## src/rtl/calc1_pkg.sv

```systemverilog
`default_nettype none
// ----------------------------------------------------------------------------
// calc1_pkg : command/response codes and driver FSM state type for calc1.
// Rev 1.0
// ----------------------------------------------------------------------------
package calc1_pkg;

  localparam logic [3:0] CMD_ADD = 4'd1;
  localparam logic [3:0] CMD_SUB = 4'd2;
  localparam logic [3:0] CMD_SHL = 4'd5;
  localparam logic [3:0] CMD_SHR = 4'd6;

  localparam logic [1:0] RESP_NONE    = 2'd0;
  localparam logic [1:0] RESP_OK      = 2'd1;
  localparam logic [1:0] RESP_ERR     = 2'd2;
  localparam logic [1:0] RESP_TIMEOUT = 2'd3;

  typedef enum logic [2:0] {
    ST_IDLE  = 3'd0,
    ST_SEND1 = 3'd1,
    ST_SEND2 = 3'd2,
    ST_WAIT  = 3'd3,
    ST_HOLD  = 3'd4
  } drv_state_t;

endpackage
`default_nettype wire

```

## src/rtl/calc1_port_driver_if.sv

```systemverilog
`default_nettype none
// ----------------------------------------------------------------------------
// calc1_port_driver_if : request, calculator and response signals of one port.
// Rev 1.0
// ----------------------------------------------------------------------------
interface calc1_port_driver_if #(
  parameter int DATA_W = 32,
  parameter int CMD_W  = 4,
  parameter int TAG_W  = 2
);

  logic              req_valid;
  logic              req_ready;
  logic [CMD_W-1:0]  req_cmd;
  logic [DATA_W-1:0] req_op1;
  logic [DATA_W-1:0] req_op2;
  logic [TAG_W-1:0]  req_tag;
  logic [CMD_W-1:0]  calc_cmd_out;
  logic [DATA_W-1:0] calc_data_out;
  logic [1:0]        calc_resp_in;
  logic [DATA_W-1:0] calc_data_in;
  logic              rsp_valid;
  logic              rsp_ready;
  logic [1:0]        rsp_resp;
  logic [DATA_W-1:0] rsp_data;
  logic [TAG_W-1:0]  rsp_tag;
  logic              spurious_resp;

  // slave: the driver itself; master: request source, calculator and consumer
  modport slave (
    input  req_valid, req_cmd, req_op1, req_op2, req_tag,
    input  calc_resp_in, calc_data_in, rsp_ready,
    output req_ready, calc_cmd_out, calc_data_out,
    output rsp_valid, rsp_resp, rsp_data, rsp_tag, spurious_resp
  );

  modport master (
    output req_valid, req_cmd, req_op1, req_op2, req_tag,
    output calc_resp_in, calc_data_in, rsp_ready,
    input  req_ready, calc_cmd_out, calc_data_out,
    input  rsp_valid, rsp_resp, rsp_data, rsp_tag, spurious_resp
  );

endinterface
`default_nettype wire

```

## src/rtl/calc1_drv_timer.sv

```systemverilog
`default_nettype none
// ----------------------------------------------------------------------------
// calc1_drv_timer : saturating wait counter, expired on the TIMEOUT_CYC-th enabled cycle.
// Rev 1.0
// ----------------------------------------------------------------------------
module calc1_drv_timer #(
  parameter int TIMEOUT_CYC = 64
) (
  input  logic clk,
  input  logic rst,
  input  logic clear,
  input  logic enable,
  output logic expired
);

  localparam int CNT_W = (TIMEOUT_CYC > 1) ? $clog2(TIMEOUT_CYC) : 1;
  localparam logic [CNT_W-1:0] C_LAST = CNT_W'(TIMEOUT_CYC - 1);

  logic [CNT_W-1:0] r_cnt;
  logic             w_at_last;

  assign w_at_last = (r_cnt == C_LAST);
  assign expired   = enable && w_at_last;

  always_ff @(posedge clk or posedge rst) begin
    if (rst) begin
      r_cnt <= '0;
    end else if (clear) begin
      r_cnt <= '0;
    end else if (enable && !w_at_last) begin
      r_cnt <= r_cnt + 1'b1;
    end
  end

endmodule
`default_nettype wire

```

## src/rtl/calc1_port_driver.sv

```systemverilog
`default_nettype none
// ----------------------------------------------------------------------------
// calc1_port_driver : serialises one request onto a calc1 port and returns its response.
// CALC1_DRV_TIMEOUT_EN adds a TIMEOUT_CYC wait limit.          Rev 1.0
// ----------------------------------------------------------------------------
module calc1_port_driver
  import calc1_pkg::*;
#(
  parameter int DATA_W      = 32,
  parameter int CMD_W       = 4,
  parameter int TAG_W       = 2,
  parameter int TIMEOUT_CYC = 64
) (
  input  logic                c_clk,
  input  logic                reset,
  calc1_port_driver_if.slave  bus
);

  if (TIMEOUT_CYC < 1) begin : g_bad_timeout
    $error("calc1_port_driver: TIMEOUT_CYC must be at least 1");
  end

  drv_state_t        r_state, w_state_nxt;
  logic              r_req_ready, w_req_ready_nxt;
  logic [CMD_W-1:0]  r_cmd_out, w_cmd_out_nxt;
  logic [DATA_W-1:0] r_data_out, w_data_out_nxt;
  logic [DATA_W-1:0] r_op2, w_op2_nxt;
  logic [TAG_W-1:0]  r_tag, w_tag_nxt;
  logic              r_rsp_valid, w_rsp_valid_nxt;
  logic [1:0]        r_rsp_resp, w_rsp_resp_nxt;
  logic [DATA_W-1:0] r_rsp_data, w_rsp_data_nxt;
  logic [TAG_W-1:0]  r_rsp_tag, w_rsp_tag_nxt;
  logic              r_spur, w_spur_nxt;
  logic              w_resp_seen;
  logic              w_expired;

  assign w_resp_seen = (bus.calc_resp_in != RESP_NONE);

`ifdef CALC1_DRV_TIMEOUT_EN
  logic w_in_wait;
  assign w_in_wait = (r_state == ST_WAIT);

  calc1_drv_timer #(
    .TIMEOUT_CYC (TIMEOUT_CYC)
  ) u_timer (
    .clk     (c_clk),
    .rst     (reset),
    .clear   (!w_in_wait),
    .enable  (w_in_wait),
    .expired (w_expired)
  );
`else
  assign w_expired = 1'b0;
`endif

  always_ff @(posedge c_clk or posedge reset) begin
    if (reset) begin
      r_state     <= ST_IDLE;
      r_req_ready <= 1'b1;
      r_cmd_out   <= '0;
      r_data_out  <= '0;
      r_op2       <= '0;
      r_tag       <= '0;
      r_rsp_valid <= 1'b0;
      r_rsp_resp  <= RESP_NONE;
      r_rsp_data  <= '0;
      r_rsp_tag   <= '0;
      r_spur      <= 1'b0;
    end else begin
      r_state     <= w_state_nxt;
      r_req_ready <= w_req_ready_nxt;
      r_cmd_out   <= w_cmd_out_nxt;
      r_data_out  <= w_data_out_nxt;
      r_op2       <= w_op2_nxt;
      r_tag       <= w_tag_nxt;
      r_rsp_valid <= w_rsp_valid_nxt;
      r_rsp_resp  <= w_rsp_resp_nxt;
      r_rsp_data  <= w_rsp_data_nxt;
      r_rsp_tag   <= w_rsp_tag_nxt;
      r_spur      <= w_spur_nxt;
    end
  end

  always_comb begin
    w_state_nxt     = r_state;
    w_req_ready_nxt = r_req_ready;
    w_cmd_out_nxt   = r_cmd_out;
    w_data_out_nxt  = r_data_out;
    w_op2_nxt       = r_op2;
    w_tag_nxt       = r_tag;
    w_rsp_valid_nxt = r_rsp_valid;
    w_rsp_resp_nxt  = r_rsp_resp;
    w_rsp_data_nxt  = r_rsp_data;
    w_rsp_tag_nxt   = r_rsp_tag;
    // any calculator response outside WAIT is flagged and otherwise ignored
    w_spur_nxt      = r_spur | (w_resp_seen && (r_state != ST_WAIT));

    case (r_state)
      ST_IDLE: begin
        if (bus.req_valid && r_req_ready) begin
          w_state_nxt     = ST_SEND1;
          w_req_ready_nxt = 1'b0;
          w_cmd_out_nxt   = bus.req_cmd;
          w_data_out_nxt  = bus.req_op1;
          w_op2_nxt       = bus.req_op2;
          w_tag_nxt       = bus.req_tag;
        end
      end
      ST_SEND1: begin
        w_state_nxt    = ST_SEND2;
        w_cmd_out_nxt  = '0;
        w_data_out_nxt = r_op2;
      end
      ST_SEND2: begin
        w_state_nxt    = ST_WAIT;
        w_cmd_out_nxt  = '0;
        w_data_out_nxt = '0;
      end
      ST_WAIT: begin
        // a response on the expiry cycle takes priority over the timeout
        if (w_resp_seen) begin
          w_state_nxt     = ST_HOLD;
          w_rsp_valid_nxt = 1'b1;
          w_rsp_resp_nxt  = bus.calc_resp_in;
          w_rsp_data_nxt  = bus.calc_data_in;
          w_rsp_tag_nxt   = r_tag;
        end else if (w_expired) begin
          w_state_nxt     = ST_HOLD;
          w_rsp_valid_nxt = 1'b1;
          w_rsp_resp_nxt  = RESP_TIMEOUT;
          w_rsp_data_nxt  = '0;
          w_rsp_tag_nxt   = r_tag;
        end
      end
      ST_HOLD: begin
        if (bus.rsp_ready) begin
          w_state_nxt     = ST_IDLE;
          w_rsp_valid_nxt = 1'b0;
          w_req_ready_nxt = 1'b1;
        end
      end
      default: begin
        w_state_nxt     = ST_IDLE;
        w_req_ready_nxt = 1'b1;
        w_cmd_out_nxt   = '0;
        w_data_out_nxt  = '0;
        w_rsp_valid_nxt = 1'b0;
      end
    endcase
  end

  assign bus.req_ready     = r_req_ready;
  assign bus.calc_cmd_out  = r_cmd_out;
  assign bus.calc_data_out = r_data_out;
  assign bus.rsp_valid     = r_rsp_valid;
  assign bus.rsp_resp      = r_rsp_resp;
  assign bus.rsp_data      = r_rsp_data;
  assign bus.rsp_tag       = r_rsp_tag;
  assign bus.spurious_resp = r_spur;

endmodule
`default_nettype wire
```

## src/flat_wrapper.sv

```systemverilog
// flat-port wrapper written by rule: the top's interface ports become plain ports
module calc1_port_driver_flat import calc1_pkg::*;
#(
  parameter int DATA_W      = 32,
  parameter int CMD_W       = 4,
  parameter int TAG_W       = 2,
  parameter int TIMEOUT_CYC = 64
)
  (c_clk, reset, bus_req_valid, bus_req_cmd, bus_req_op1, bus_req_op2, bus_req_tag, bus_calc_resp_in, bus_calc_data_in, bus_rsp_ready, bus_req_ready, bus_calc_cmd_out, bus_calc_data_out, bus_rsp_valid, bus_rsp_resp, bus_rsp_data, bus_rsp_tag, bus_spurious_resp);
  calc1_port_driver_if #(.DATA_W(DATA_W), .CMD_W(CMD_W), .TAG_W(TAG_W)) bus_i ();
  input  logic c_clk;
  input  logic reset;
  input wire logic [$bits(bus_i.req_valid)-1:0] bus_req_valid;
  input wire logic [$bits(bus_i.req_cmd)-1:0] bus_req_cmd;
  input wire logic [$bits(bus_i.req_op1)-1:0] bus_req_op1;
  input wire logic [$bits(bus_i.req_op2)-1:0] bus_req_op2;
  input wire logic [$bits(bus_i.req_tag)-1:0] bus_req_tag;
  input wire logic [$bits(bus_i.calc_resp_in)-1:0] bus_calc_resp_in;
  input wire logic [$bits(bus_i.calc_data_in)-1:0] bus_calc_data_in;
  input wire logic [$bits(bus_i.rsp_ready)-1:0] bus_rsp_ready;
  output wire logic [$bits(bus_i.req_ready)-1:0] bus_req_ready;
  output wire logic [$bits(bus_i.calc_cmd_out)-1:0] bus_calc_cmd_out;
  output wire logic [$bits(bus_i.calc_data_out)-1:0] bus_calc_data_out;
  output wire logic [$bits(bus_i.rsp_valid)-1:0] bus_rsp_valid;
  output wire logic [$bits(bus_i.rsp_resp)-1:0] bus_rsp_resp;
  output wire logic [$bits(bus_i.rsp_data)-1:0] bus_rsp_data;
  output wire logic [$bits(bus_i.rsp_tag)-1:0] bus_rsp_tag;
  output wire logic [$bits(bus_i.spurious_resp)-1:0] bus_spurious_resp;
  assign bus_i.req_valid = bus_req_valid;
  assign bus_i.req_cmd = bus_req_cmd;
  assign bus_i.req_op1 = bus_req_op1;
  assign bus_i.req_op2 = bus_req_op2;
  assign bus_i.req_tag = bus_req_tag;
  assign bus_i.calc_resp_in = bus_calc_resp_in;
  assign bus_i.calc_data_in = bus_calc_data_in;
  assign bus_i.rsp_ready = bus_rsp_ready;
  assign bus_req_ready = bus_i.req_ready;
  assign bus_calc_cmd_out = bus_i.calc_cmd_out;
  assign bus_calc_data_out = bus_i.calc_data_out;
  assign bus_rsp_valid = bus_i.rsp_valid;
  assign bus_rsp_resp = bus_i.rsp_resp;
  assign bus_rsp_data = bus_i.rsp_data;
  assign bus_rsp_tag = bus_i.rsp_tag;
  assign bus_spurious_resp = bus_i.spurious_resp;
  calc1_port_driver #(.DATA_W(DATA_W), .CMD_W(CMD_W), .TAG_W(TAG_W), .TIMEOUT_CYC(TIMEOUT_CYC)) u_core (.c_clk(c_clk), .reset(reset), .bus(bus_i));
endmodule
```

## config.mk

```make
export PLATFORM = sky130hd
export DESIGN_NAME = calc1_port_driver_flat
export DESIGN_NICKNAME = d
export VERILOG_FILES = /design/src/rtl/calc1_pkg.sv /design/src/rtl/calc1_port_driver_if.sv /design/src/rtl/calc1_drv_timer.sv /design/src/rtl/calc1_port_driver.sv /design/src/flat_wrapper.sv
export SDC_FILE = /design/constraint.sdc
export NUM_CORES = 1
export LEC_CHECK = 0
export BUFFER_PORTS_ARGS = -buffer_cell sky130_fd_sc_hd__buf_2
export CELL_PAD_IN_SITES_DETAIL_PLACEMENT = 0
export CELL_PAD_IN_SITES_GLOBAL_PLACEMENT = 1
export CORE_AREA = 10 10 122 124
export DETAILED_ROUTE_END_ITERATION = 10
export DIE_AREA = 0 0 132 134
export PLACE_DENSITY = 0.85
export SKIP_CTS_REPAIR_TIMING = 1
export SYNTH_ARGS = -nofsm -noshare
export SYNTH_HDL_FRONTEND = slang
export SYNTH_SLANG_ARGS = --single-unit
export TNS_END_PERCENT = 5
```

## constraint.sdc

```tcl
create_clock -name c_clk -period 4.4 [get_ports c_clk]
set_input_delay 0.44 -clock c_clk [delete_from_list [all_inputs] [get_ports c_clk]]
set_output_delay 0.44 -clock c_clk [all_outputs]
set_load 0.02 [all_outputs]
```

; Yosys cells after proc, flatten, opt, wreduce, memory -nomap -nowiden
; Index checks and enable logic that the tools add are counted.
[totals]
reg_bits = 112
input_bits = 108
output_inout_bits = 75
elab_cells = 50
[op_classes]
n_eq_ne = 8
muxes = 14
n_bitwise = 4
n_reduce_logical = 13
[ops]
columns = op, count
row1 = one-hot mux 32 bit (3 select lines), 1
row2 = two-way mux 32 bit, 1
row3 = one-hot mux 3 bit (5 select lines), 1
row4 = two-way mux 3 bit, 3
row5 = AND reduction 3 bit, 3
row6 = one-hot mux 4 bit (2 select lines), 1
row7 = "== test 3 x 2 -> 1 bit, second input constant", 2
row8 = one-hot mux 1 bit (3 select lines), 2
row9 = AND reduction 2 bit, 3
row10 = OR reduction 3 bit, 2
row11 = two-way mux 1 bit, 4
row12 = two-way mux 4 bit, 1
row13 = "!= test 2 x 1 -> 1 bit, second input constant", 2
row14 = "== test 3 x 1 -> 1 bit, second input constant", 1
row15 = "== test 3 bit, second input constant", 1
row16 = zero test 3 bit, 1
row17 = "!= test 3 x 2 -> 1 bit, second input constant", 1
row18 = inverter 1 bit, 3
row19 = logical AND 1 bit, 2
row20 = "!= test 2 bit, second input constant", 1
row21 = nonzero test 2 bit, 1
row22 = OR reduction 2 bit, 1
row23 = bitwise OR 1 bit, 1

; Logic depth before layout (Yosys ltp)
[logic_depth]
word_depth = 4
depth_mapped = 6
mapped_depth_nobuf = 3

; Least setup slack after synthesis
; No wires, ideal clock.
[synth_timing]
kind = reg2reg
from = register u_core.r_state[0]
to = register u_core.r_data_out[0] (netlist: u_core.bus.calc_data_out[0])
setup_time_ps = 127
t_arrival_ps = 1541
required_time_ps = 4273
setup_slack_ps = 2731
stages_incl_launch_ff = 7
path_buffers = 3
period_less_slack_ps = 1669
cell_sequence = dfrtp_1 -> buf_6 -> and3b_1 -> buf_2 -> a21oi_4 -> buf_6 -> mux2_1
[synth_via]
elab_chain_len = 4
word_cells_on_any_way = 9
[synth_lines]
columns = item, line
row1 = start: declaration, calc1_port_driver.sv:23  ; drv_state_t r_state, w_state_nxt;
row2 = start signal: assignment, calc1_port_driver.sv:70  ; r_state <= w_state_nxt;
row3 = branches (longest 4 deep; another with one-hot mux 32 bit (3 select lines)), --
row4 = end signal: assignment, calc1_port_driver.sv:73  ; r_data_out <= w_data_out_nxt;
row5 = end: declaration, calc1_port_driver.sv:26  ; logic [DATA_W-1:0] r_data_out, w_data_out_nxt;
; Several ways; the timed one is not identified.
; A chain may end at the register's enable or synchronous reset.

; Final worst setup path
[layout_timing]
from = register u_core.r_state[2]
to = register u_core.r_data_out[13] (netlist: u_core.bus.calc_data_out[13])
; Same word-level chain as after synthesis.

==> impl_metrics.csv <==
group,metric,value,unit
run_status,status,"complete, no violations",
critical_path,cp_slowest_cell,"dfrtp_1",
detailed_routing,post_drt_via_cell_ratio,4.76,
final_layout,drive_gt1_share,60.6,%
global_route,antenna_found_initial,1,
placement,gp_congestion,0.742,
final_layout,final_cell_mix,"182 x buf_2, 111 x dfrtp_1, 84 x mux2_2",
power,combPwrFrac,43.3,%
power,finalPower,4.62,mW
power,p_int,2.92,mW
sta,skew,0.00743,ns
sta,grt_setup_unrepaired,"false",
global_route,grtUsageMet2,22.1,%
final_layout,syn_to_final_growth,29.4,%
floorplanning,core,12500,um2
clock_network,clock-sinks,112,
global_route,grt_use_met1,14.6,%
logic_synthesis,syn-num-nets,413,
critical_path,crit_fanout,22,
power,p_sw_share,36.8,%
clock_network,path_clk_slew,0.07,ns
sta,fin_ws,2.01,ns
global_route,grtUsageMet3,6.95,%
power,clkPwrFrac,18.4,%
global_route,grt_max_degree,74,
logic_synthesis,syn_area,4640,um2
logic_synthesis,synth_largest_area_cell,"dfrtp_1",
logic_synthesis,synth_top_cell_area_share,59.8,%
detailed_routing,wl_per_cell,18.0,um
floorplanning,initial_core_util,37.2,%
power,pwr-share-seq,38.3,%
global_route,grt_use_total,13.4,%
sta,slew_headroom,40.8,%
logic_synthesis,synthesis.area_per_instance,15.2,um2
critical_path,crit_arrival,2.62,ns
sta,max_freq,418,MHz
detailed_routing,drt-initial-drc-count,98,
global_route,grt_pass1_wl,19100,um
sta,fin_crit_sh,54.3,%
placement,pre_cts_slack,1.96,ns
clock_network,cts_tree,"built",
floorplanning,dieArea,17700,um2
power,pwr_density_cell,770,nW/um2
critical_path,critPathKind,"flop to flop",
min_path,hold_class,"input pin to asynchronous set/reset pin",
logic_synthesis,synth_area_leaders,"dfrtp_1 60%, mux2_2 20%, a22o_1 6.4%",
logic_synthesis,ys_seq_area_share,60.4,%
sta,setup_viol,0,
detailed_routing,drtPass1Iterations,4,
detailed_routing,drt_wl_total,11900,um
power,irDropWorstVdd,0.458,mV
critical_path,cp_cell_sequence,"and3b_1 > a21oi_4 > buf_4 > mux2_2",
logic_synthesis,syn_inst,305,
detailed_routing,ant_nets,0,
clock_network,cts_buffers,9,
critical_path,slowest_delay,0.64,ns
sta,finalHoldViolations,0,
floorplanning,die_w,132,um
global_route,grt_busiest_layer,"met2",
detailed_routing,vias,3149,
clock_network,h-tree-depth,3,
global_route,grt_pass1_vias,3705,
power,p_leak,3.01,nW
sta,worst_slew_pin_slew,0.888,ns
sta,min_period,2.39,ns
logic_synthesis,yosysWarnings,0,
logic_synthesis,synth_seq_cells,112,
floorplanning,ios,183,
logic_synthesis,ys_types,27,
floorplanning,rows,41,
final_layout,n_antenna_cell,0,
floorplanning,die_h,134,um
sta,tns,0,ns
placement,port_buffers,182,
placement,hpwl,9020,um
power,power_switching,1.70,mW
critical_path,cp.required,4.63,ns
final_layout,layout_commonest_cell,"buf_2",
detailed_routing,drc,0,
global_route,grt_overflow,0,
sta,final-max-slew-violation-count,0,
critical_path,crit_path_end_kind,"flop",
final_layout,nets,593,
critical_path,critPathLaunchType,"flop",
clock_network,clock_latency,0.35,ns
clock_network,ctsLongestPathBuffers,2,
clock_network,root_buffer,"clkbuf_16",
run,maxCapViolations,0,
sta,whs,0.278,ns
critical path: cells and delay by family, from the launching register on:
family | cells | cell delay, ns
AOI/OAI and AO/OA | 1 | 0.49
buffers and inverters | 1 | 0.41
DFF | 1 | 0.64
muxes | 1 | 0.39
and+or+nand+nor | 1 | 0.33
layer usage:
| layer | vias to the layer above | share of wire [%] |
|---|---|---|
| li1 | 1463 | - |
| met1 | 1535 | 41 |
| met2 | 135 | 47 |
| met3 | 14 | 11 |
| met4 | 2 | 1.2 |
| met5 | - | 0.11 |
final timing paths:
path                       slack, ns                               start  cells past startpoint                                        to
setup / recovery                2.01       u_core.r_state[2]$_DFFE_PP0P_                      4  u_core.bus.calc_data_out[13]$_DFFE_PP0P_
hold / removal                  0.28                               reset                      2              u_core.r_op2[26]$_DFFE_PP0P_
setup reg to reg                2.01       u_core.r_state[2]$_DFFE_PP0P_                      4  u_core.bus.calc_data_out[13]$_DFFE_PP0P_
hold reg to reg                 0.49  u_core.bus.spurious_resp$_DFF_PP0_                      1        u_core.bus.spurious_resp$_DFF_PP0_
max in group asynchronous       3.05                               reset                      3          u_core.bus.req_ready$_DFFE_PP1P_
min in group c_clk              0.32                     bus_req_op2[18]                      2              u_core.r_op2[18]$_DFFE_PP0P_
power groups by stage:
stage                     sequential (mW)  combinational (mW)  clock (mW)
after floorplan                      2.07                1.19           0
after global placement               1.77                1.99           0
after detailed placement             1.80                2.05           0
after CTS                            1.78                2.05       0.878
after global routing                 1.84                2.18       0.913
final                                1.77                2.00       0.850
through the flow:
stage | instance area, um2 | instances | util (%)
floorplan | 4640 | 305 | -
global placement | 5690 | 646 | 45.6
detailed placement | 5690 | 646 | 45.6
CTS | 6010 | 662 | 48.2
global route | 6010 | 662 | 48.2
finish | 6010 | 662 | 48.2
cells in the mapped netlist:
library cell / instances
mux2i_1: 4
and3b_1: 1
buf_2: 5
inv_1: 6
o22ai_1: 1
mux2_2: 84
nand2_1: 8
nor3_4: 2
nor2_1: 5
a22o_1: 34
nand3b_4: 1
dfrtp_1: 111
a21o_1: 1
nor3_2: 1
nor3b_2: 1
o21ba_2: 1
a21oi_4: 1
mux2_1: 16
dfstp_2: 1
o21bai_1: 1
buf_6: 5
a21oi_1: 2
clkbuf_1: 3
a2bb2oi_1: 1
buf_4: 6
o21ai_0: 1
nor3_1: 2
state kept, by name, indices dropped and copies added (netlist names):
| signal | count |
|---|---|
| u_core.bus.calc_cmd_out | 4 |
| u_core.r_state | 3 |
| u_core.bus.spurious_resp | 1 |
| u_core.r_tag | 2 |
| u_core.bus.rsp_resp | 2 |
| u_core.bus.rsp_valid | 1 |
| u_core.bus.req_ready | 1 |
| u_core.r_op2 | 32 |
| u_core.bus.rsp_data | 32 |
| u_core.bus.calc_data_out | 32 |
| u_core.bus.rsp_tag | 2 |
final cells by class:
type / instances / area, um2
Sequential cell: 112 / 2800
Clock buffer: 11 / 253
Tap cell: 172 / 215
Inverter: 6 / 25.0
Multi-Input combinational cell: 168 / 1690
Clock inverter: 5 / 63.8
Fill cell: 1127 / 6460
Timing Repair Buffer: 188 / 956
cell families after synthesis:
logic type	share of synthesized area, %
flip-flops	60.4
multiplexers	25.1
AO/OA/AOI/OAI	7.95
buffers and inverters	3.45
AND/OR/NAND/NOR	3.07
No activity file was read; power rests on OpenSTA's default activity.
